--- src/rtl/seg7_snoop_to_asc.sv ---
// seg7_snoop_to_asc
//   Snoops a multiplexed, active-low 7-segment bus and recovers the character
//   shown on each digit. Each digit value must sit unchanged for STABLE_CYCLES
//   samples before it is accepted. Accepted values are decoded to ASCII and
//   compared with the last character reported for that digit. Only changes
//   are queued as {digit, char} records on a valid/ready stream.
// Ports
//   clk        sole clock
//   rst        synchronous, active-high reset
//   seg_in     segment lines, active-low (bit0 top ... bit6 middle)
//   dig_en_n   digit enables, active-low; a sample is valid with exactly one bit low
//   out_valid  head record available
//   out_ready  consumer accepts the head record
//   out_char   ASCII of the head record (0 when empty)
//   out_digit  digit index of the head record (0 when empty)
//   overflow   sticky: a change was dropped because the FIFO was full
module seg7_snoop_to_asc #(
  parameter int NUM_DIGITS    = 4,
  parameter int DIG_W         = 2,
  parameter int STABLE_CYCLES = 16,
  parameter int FIFO_DEPTH    = 4
) (
  input  logic                  clk,
  input  logic                  rst,
  input  logic [6:0]            seg_in,
  input  logic [NUM_DIGITS-1:0] dig_en_n,
  output logic                  out_valid,
  input  logic                  out_ready,
  output logic [7:0]            out_char,
  output logic [DIG_W-1:0]      out_digit,
  output logic                  overflow
);
  localparam int         PW     = $clog2(FIFO_DEPTH);
  localparam logic [7:0] SC_MAX = 8'(STABLE_CYCLES);
  localparam logic [7:0] SC_M2  = 8'(STABLE_CYCLES - 2);

  typedef struct packed {
    logic [DIG_W-1:0] dig;
    logic [7:0]       ch;
  } rec_t;

  function automatic logic [7:0] seg2asc(input logic [6:0] s);
    case (s)
      7'b1000000: seg2asc = "0";  7'b1111001: seg2asc = "1";
      7'b0100100: seg2asc = "2";  7'b0110000: seg2asc = "3";
      7'b0011001: seg2asc = "4";  7'b0010010: seg2asc = "5";
      7'b0000010: seg2asc = "6";  7'b1111000: seg2asc = "7";
      7'b0000000: seg2asc = "8";  7'b0011000: seg2asc = "9";
      7'b0001000: seg2asc = "A";  7'b0000011: seg2asc = "B";
      7'b1000110: seg2asc = "C";  7'b0100001: seg2asc = "D";
      7'b0000110: seg2asc = "E";  7'b0001110: seg2asc = "F";
      7'b0010000: seg2asc = "G";  7'b0001011: seg2asc = "H";
      7'b1111011: seg2asc = "I";  7'b1100001: seg2asc = "J";
      7'b0000111: seg2asc = "K";  7'b1000111: seg2asc = "L";
      7'b0101011: seg2asc = "N";  7'b0100011: seg2asc = "O";
      7'b0001100: seg2asc = "P";  7'b0101111: seg2asc = "R";
      7'b1001110: seg2asc = "T";  7'b1000001: seg2asc = "U";
      7'b0001001: seg2asc = "X";  7'b1111111: seg2asc = " ";
      7'b0111111: seg2asc = "-";
      default:    seg2asc = "?";
    endcase
  endfunction

  // two-flop input synchroniser; reset loads blanking
  logic [6:0]            seg1_q, seg2_q;
  logic [NUM_DIGITS-1:0] en1_q, en2_q;

  always_ff @(posedge clk) begin
    if (rst) begin
      seg1_q <= '1; seg2_q <= '1;
      en1_q  <= '1; en2_q  <= '1;
    end else begin
      seg1_q <= seg_in;   seg2_q <= seg1_q;
      en1_q  <= dig_en_n; en2_q  <= en1_q;
    end
  end

  // one-low detect and index of the low bit
  logic [3:0]       nlow;
  logic [DIG_W-1:0] idx;
  logic             samp_vld;

  always_comb begin
    nlow = '0;
    idx  = '0;
    for (int i = 0; i < NUM_DIGITS; i++) begin
      if (!en2_q[i]) begin
        nlow = nlow + 4'd1;
        idx  = DIG_W'(i);
      end
    end
  end
  assign samp_vld = (nlow == 4'd1);

  // stability counter against the previous cycle's sample
  logic             prev_vld_q;
  logic [DIG_W-1:0] prev_idx_q;
  logic [6:0]       prev_seg_q;
  logic [7:0]       cnt_q, cnt_d;
  logic             same, accept;

  assign same   = samp_vld && prev_vld_q && (idx == prev_idx_q) && (seg2_q == prev_seg_q);
  assign cnt_d  = !same ? 8'd0 : (cnt_q == SC_MAX) ? cnt_q : cnt_q + 8'd1;
  // fires only on the step into STABLE_CYCLES-1; saturation keeps it from repeating
  assign accept = same && (cnt_q == SC_M2);

  // vld_pipe_q[0]: accepted sample held; vld_pipe_q[1]: decoded char held
  logic [1:0]       vld_pipe_q;
  logic [DIG_W-1:0] acc_idx_q, dec_idx_q;
  logic [6:0]       acc_seg_q;
  logic [7:0]       dec_char_q;

  always_ff @(posedge clk) begin
    if (rst) begin
      prev_vld_q <= 1'b0;
      prev_idx_q <= '0;
      prev_seg_q <= '1;
      cnt_q      <= '0;
      vld_pipe_q <= '0;
      acc_idx_q  <= '0;
      acc_seg_q  <= '1;
      dec_idx_q  <= '0;
      dec_char_q <= '0;
    end else begin
      prev_vld_q <= samp_vld;
      prev_idx_q <= idx;
      prev_seg_q <= seg2_q;
      cnt_q      <= cnt_d;
      vld_pipe_q <= {vld_pipe_q[0], accept};
      if (accept) begin
        acc_idx_q <= idx;
        acc_seg_q <= seg2_q;
      end
      dec_idx_q  <= acc_idx_q;
      dec_char_q <= seg2asc(acc_seg_q);
    end
  end

  // shadow compare and record FIFO
  logic [NUM_DIGITS-1:0][7:0] shadow_q;
  rec_t                       mem_q [FIFO_DEPTH];
  logic [PW:0]                wr_q, rd_q;
  logic                       full, empty, differ, push, pop, overflow_q;

  assign empty  = (wr_q == rd_q);
  // full is taken before any same-cycle pop
  assign full   = (wr_q[PW] != rd_q[PW]) && (wr_q[PW-1:0] == rd_q[PW-1:0]);
  assign differ = vld_pipe_q[1] && (dec_char_q != shadow_q[dec_idx_q]);
  assign push   = differ && !full;
  assign pop    = !empty && out_ready;

  always_ff @(posedge clk) begin
    if (rst) begin
      wr_q       <= '0;
      rd_q       <= '0;
      shadow_q   <= '0;
      overflow_q <= 1'b0;
    end else begin
      if (push) begin
        wr_q                <= wr_q + 1'b1;
        shadow_q[dec_idx_q] <= dec_char_q;
      end
      if (pop) rd_q <= rd_q + 1'b1;
      if (differ && full) overflow_q <= 1'b1;
    end
  end

  always_ff @(posedge clk) begin
    if (push) mem_q[wr_q[PW-1:0]] <= '{dig: dec_idx_q, ch: dec_char_q};
  end

  assign out_valid = !empty;
  assign out_char  = empty ? 8'h00 : mem_q[rd_q[PW-1:0]].ch;
  assign out_digit = empty ? '0    : mem_q[rd_q[PW-1:0]].dig;
  assign overflow  = overflow_q;

endmodule

--- config.mk ---
export PLATFORM = sky130hd
export DESIGN_NAME = seg7_snoop_to_asc
export DESIGN_NICKNAME = d
export VERILOG_FILES = /design/src/rtl/seg7_snoop_to_asc.sv
export SDC_FILE = /design/constraint.sdc
export NUM_CORES = 1
export LEC_CHECK = 0
export BUFFER_PORTS_ARGS = -buffer_cell sky130_fd_sc_hd__buf_2
export CORE_MARGIN = 2
export CORE_UTILIZATION = 66
export DETAILED_ROUTE_END_ITERATION = 7
export PLACE_DENSITY = 0.84
export SYNTH_ARGS = -nofsm -noshare
export SYNTH_HDL_FRONTEND = slang
export SYNTH_SLANG_ARGS = --single-unit
--- constraint.sdc ---
create_clock -name clk -period 7.55 [get_ports clk]
set_clock_uncertainty 0.2 [all_clocks]
set_input_delay 2.265 -clock clk [delete_from_list [all_inputs] [get_ports clk]]
set_output_delay 2.265 -clock clk [all_outputs]
set_load 0.01 [all_outputs]
==> impl_metrics.json <==
{
  "rsz0062_at_grt": "false",
  "rrSetupSlack_ns": 4.53,
  "arrival_ns": 2.14,
  "post-cts-setup-buffer-count": 0,
  "irDropWorstVdd_v": 0.000170,
  "path_cells": "mux4_2 > and2_1 > buf_2",
  "timing.final.crit_share": 0.610,
  "crit_family": "flip-flops",
  "synth_top_area_share": 0.313,
  "via_per_inst": 6.00,
  "yosys.area_share.xor_xnor": 0.0462,
  "die_x_um": 101,
  "dr_total_vias": 4178,
  "grt_util_all_layers": 0.251,
  "synth_cells": 559,
  "coreArea_um2": 9200,
  "place_hpwl_um": 7720,
  "drc": 0,
  "synth_compound_area_frac": 0.0959,
  "path_max_fanout": 9,
  "cts.repair.resized": 0,
  "syn_to_final_growth_pct": 11.1,
  "io-pin-count": 26,
  "fp.dieH_um": 101,
  "fp.dieArea_um2": 10200,
  "ys_warn_count": 0,
  "slowest_delay_ns": 0.72,
  "cts_buffers": 17,
  "gr-total-overflow": 0,
  "min_period_ns": 4.60,
  "yosysMostFrequentCell": "dfxtp_1",
  "grt_first_pass_wirelength_um": 19600,
  "setup_viol": 0,
  "crit_path_end_kind": "primary output",
  "drt_iter0_markers": 306,
  "yosys.area_share.adder": 0.0423,
  "netlist_area_um2": 6210,
  "antenna_found_initial": 0,
  "synth_edf_count": 36,
  "r2r_end": "dec_char_q[0]$_SDFF_PP0_",
  "drt_wl_total_um": 12000,
  "synth_nets": 594,
  "r2r_cells": 6,
  "final_nets": 607,
  "path_buf_inv": 1,
  "synth_top_area_cell": "dfxtp_1",
  "setup_ws_ns": 2.95,
  "finalSetupTns_ns": 0,
  "synth_common_cells": "dfxtp_1 (97), nand2_1 (58), edfxtp_1 (36)",
  "cts_root_buffer": "clkbuf_8",
  "clock_path_buffers": 2,
  "synth_area_leaders": "dfxtp_1 (31%), edfxtp_1 (17%), mux4_2 (6.9%)",
  "ctsHoldBuffers": 0,
  "drv_cap": 0,
  "max_slew_margin": 0.375,
  "worstPathRequired_ns": 5.09,
  "postRouteAntennaNets": 0,
  "gp_congestion": 0.902,
  "power_density_nw_per_um2": 225,
  "synthFlopType": "dfxtp_1",
  "leakagePower_nw": 2.69,
  "status": "finished clean",
  "cts_tree": "built",
  "io_buffers": 24,
  "synth_seq_area_share": 0.487,
  "drive_above_1_share": 0.221,
  "hold_violations": 0,
  "initial_utilization": 0.675,
  "htreeDepth": 4,
  "worstSkewPairLatency_ns": 0.52,
  "synth_seq_cells": 133,
  "cp_slowest_cell": "dfxtp_1",
  "fmax_ghz": 0.217,
  "critPathKind": "flop to primary output",
  "synthSimpleGateAreaFrac": 0.160,
  "post-place-ws_ns": 3.32,
  "synth.distinct_cells": 68,
  "worst_slew_pin_slew_ns": 0.936,
  "start_kind": "flop",
  "async_flop_share": 0,
  "worstReg2RegStart": "acc_seg_q[2]$_SDFFE_PP1P_",
  "grt_start_max_net_pins": 54,
  "synth_top_family_by_area": "simple AND/OR/NAND/NOR gates",
  "drv_slew": 0,
  "avgRoutedWirePerCell_um": 17.2,
  "drt_pass1_iterations": 5,
  "synth.area.mux_share": 0.135,
  "cts.sinks": 133,
  "clk_pin_slew_worst_paths_ns": 0.06,
  "cp.depth": 3,
  "avgSynthCellArea_um2": 11.1,
  "worstHoldPathType": "flop to flop",
  "first_global_vias": 4025,
  "rows": 35,
  "worstHoldStart": "en1_q[2]$_SDFF_PP1_",
  "insertedDiodeCount": 0,
  "critPathCapture": "out_digit[0]"
}
[per-stage QoR]
| stage | utilization | instance area (um^2) | total power, W | instances | hold WS (ns) |
|---|---|---|---|---|---|
| after global placement | 0.689 | 6340 | 0.000790 | 664 | 0.192 |
| after detailed placement | 0.689 | 6340 | 0.000792 | 664 | 0.193 |
| after floorplan | - | 6210 | 0.000784 | 559 | 0.189 |
| final | 0.750 | 6900 | 0.00155 | 696 | 0.206 |
| after CTS | 0.750 | 6900 | 0.00156 | 696 | 0.208 |
| after global routing | 0.750 | 6900 | 0.00160 | 696 | 0.212 |
[sequential cells by signal, indices dropped and copies added, names as in the netlist, named ones only]
register    cells
mem_q          36
shadow_q       28
cnt_q           8
acc_seg_q       7
dec_char_q      7
prev_seg_q      7
seg1_q          7
seg2_q          7
en1_q           4
en2_q           4
rd_q            3
wr_q            3
acc_idx_q       2
dec_idx_q       2
prev_idx_q      2
vld_pipe_q      2
overflow        1
prev_vld_q      1
[kinds of logic after synthesis]
group	Yosys count
AO/OA/AOI/OAI	82
XOR/XNOR	28
adder cells (fa/ha/maj)	21
buffers and inverters	50
flip-flops	133
multiplexers	57
other	1
AND/OR/NAND/NOR	187
[power breakdown]
part	leakage (nW)	switching (W)	internal (W)	total (W)
logic	1.32	0.0000222	0.0000139	0.0000361
registers	1.10	0.00000466	0.000736	0.000741
clock network	0.263	0.000326	0.000446	0.000773
total	2.69	0.000353	0.00120	0.00155
[cells in the final DEF (no fill, tap or decap), types with 4 or more instances in the layout]
master,instances
and3_1,4
a31oi_1,5
o211ai_1,7
or2_2,29
nand3_1,9
clkbuf_16,16
edfxtp_1,36
inv_1,18
nor2_1,31
ha_1,21
inv_6,5
nand4_1,11
and2_1,11
nand2_1,58
xnor2_1,17
nor3_1,5
mux2i_1,33
buf_2,24
a21oi_1,22
nor2b_1,10
clkinvlp_4,4
o21ai_0,20
mux4_2,19
dfxtp_1,97
xor2_1,7
[worst reg2reg max path: cells and delay by family (launching register included)]
| kind | cells | cell delay, ns |
|---|---|---|
| compound gates | 2 | 0.26 |
| fa+ha+maj | 1 | 0.45 |
| buf+inv | 1 | 0.58 |
| flops | 1 | 0.85 |
| mux | 1 | 0.51 |
| simple gates | 1 | 0.11 |
[metal layers]
layer	wire, um	GRT usage
met3	635	0.0617
met4	161	0.0967
met2	6140	0.431
met5	0	0
met1	5040	0.304
[how the worst min path moves through the flow]
stage,end,cells after the start
final,en2_q[2]$_SDFF_PP1_,1
after global routing,en2_q[2]$_SDFF_PP1_,1
after CTS,en2_q[2]$_SDFF_PP1_,1
after detailed placement,en2_q[2]$_SDFF_PP1_,1
after global placement,en2_q[2]$_SDFF_PP1_,1
after floorplan,en2_q[0]$_SDFF_PP1_,1
[final cells by class]
| type | instances | area, um^2 |
|---|---|---|
| flip-flops and latches | 133 | 3020 |
| multi-input cells | 376 | 2980 |
| fillers | 600 | 2300 |
| clock buffers | 18 | 418 |
| clock inverters | 14 | 144 |
| well taps | 111 | 139 |
| repair buffers | 24 | 120 |
| inverters | 20 | 75.1 |
Power figures use the tool's default switching activity.
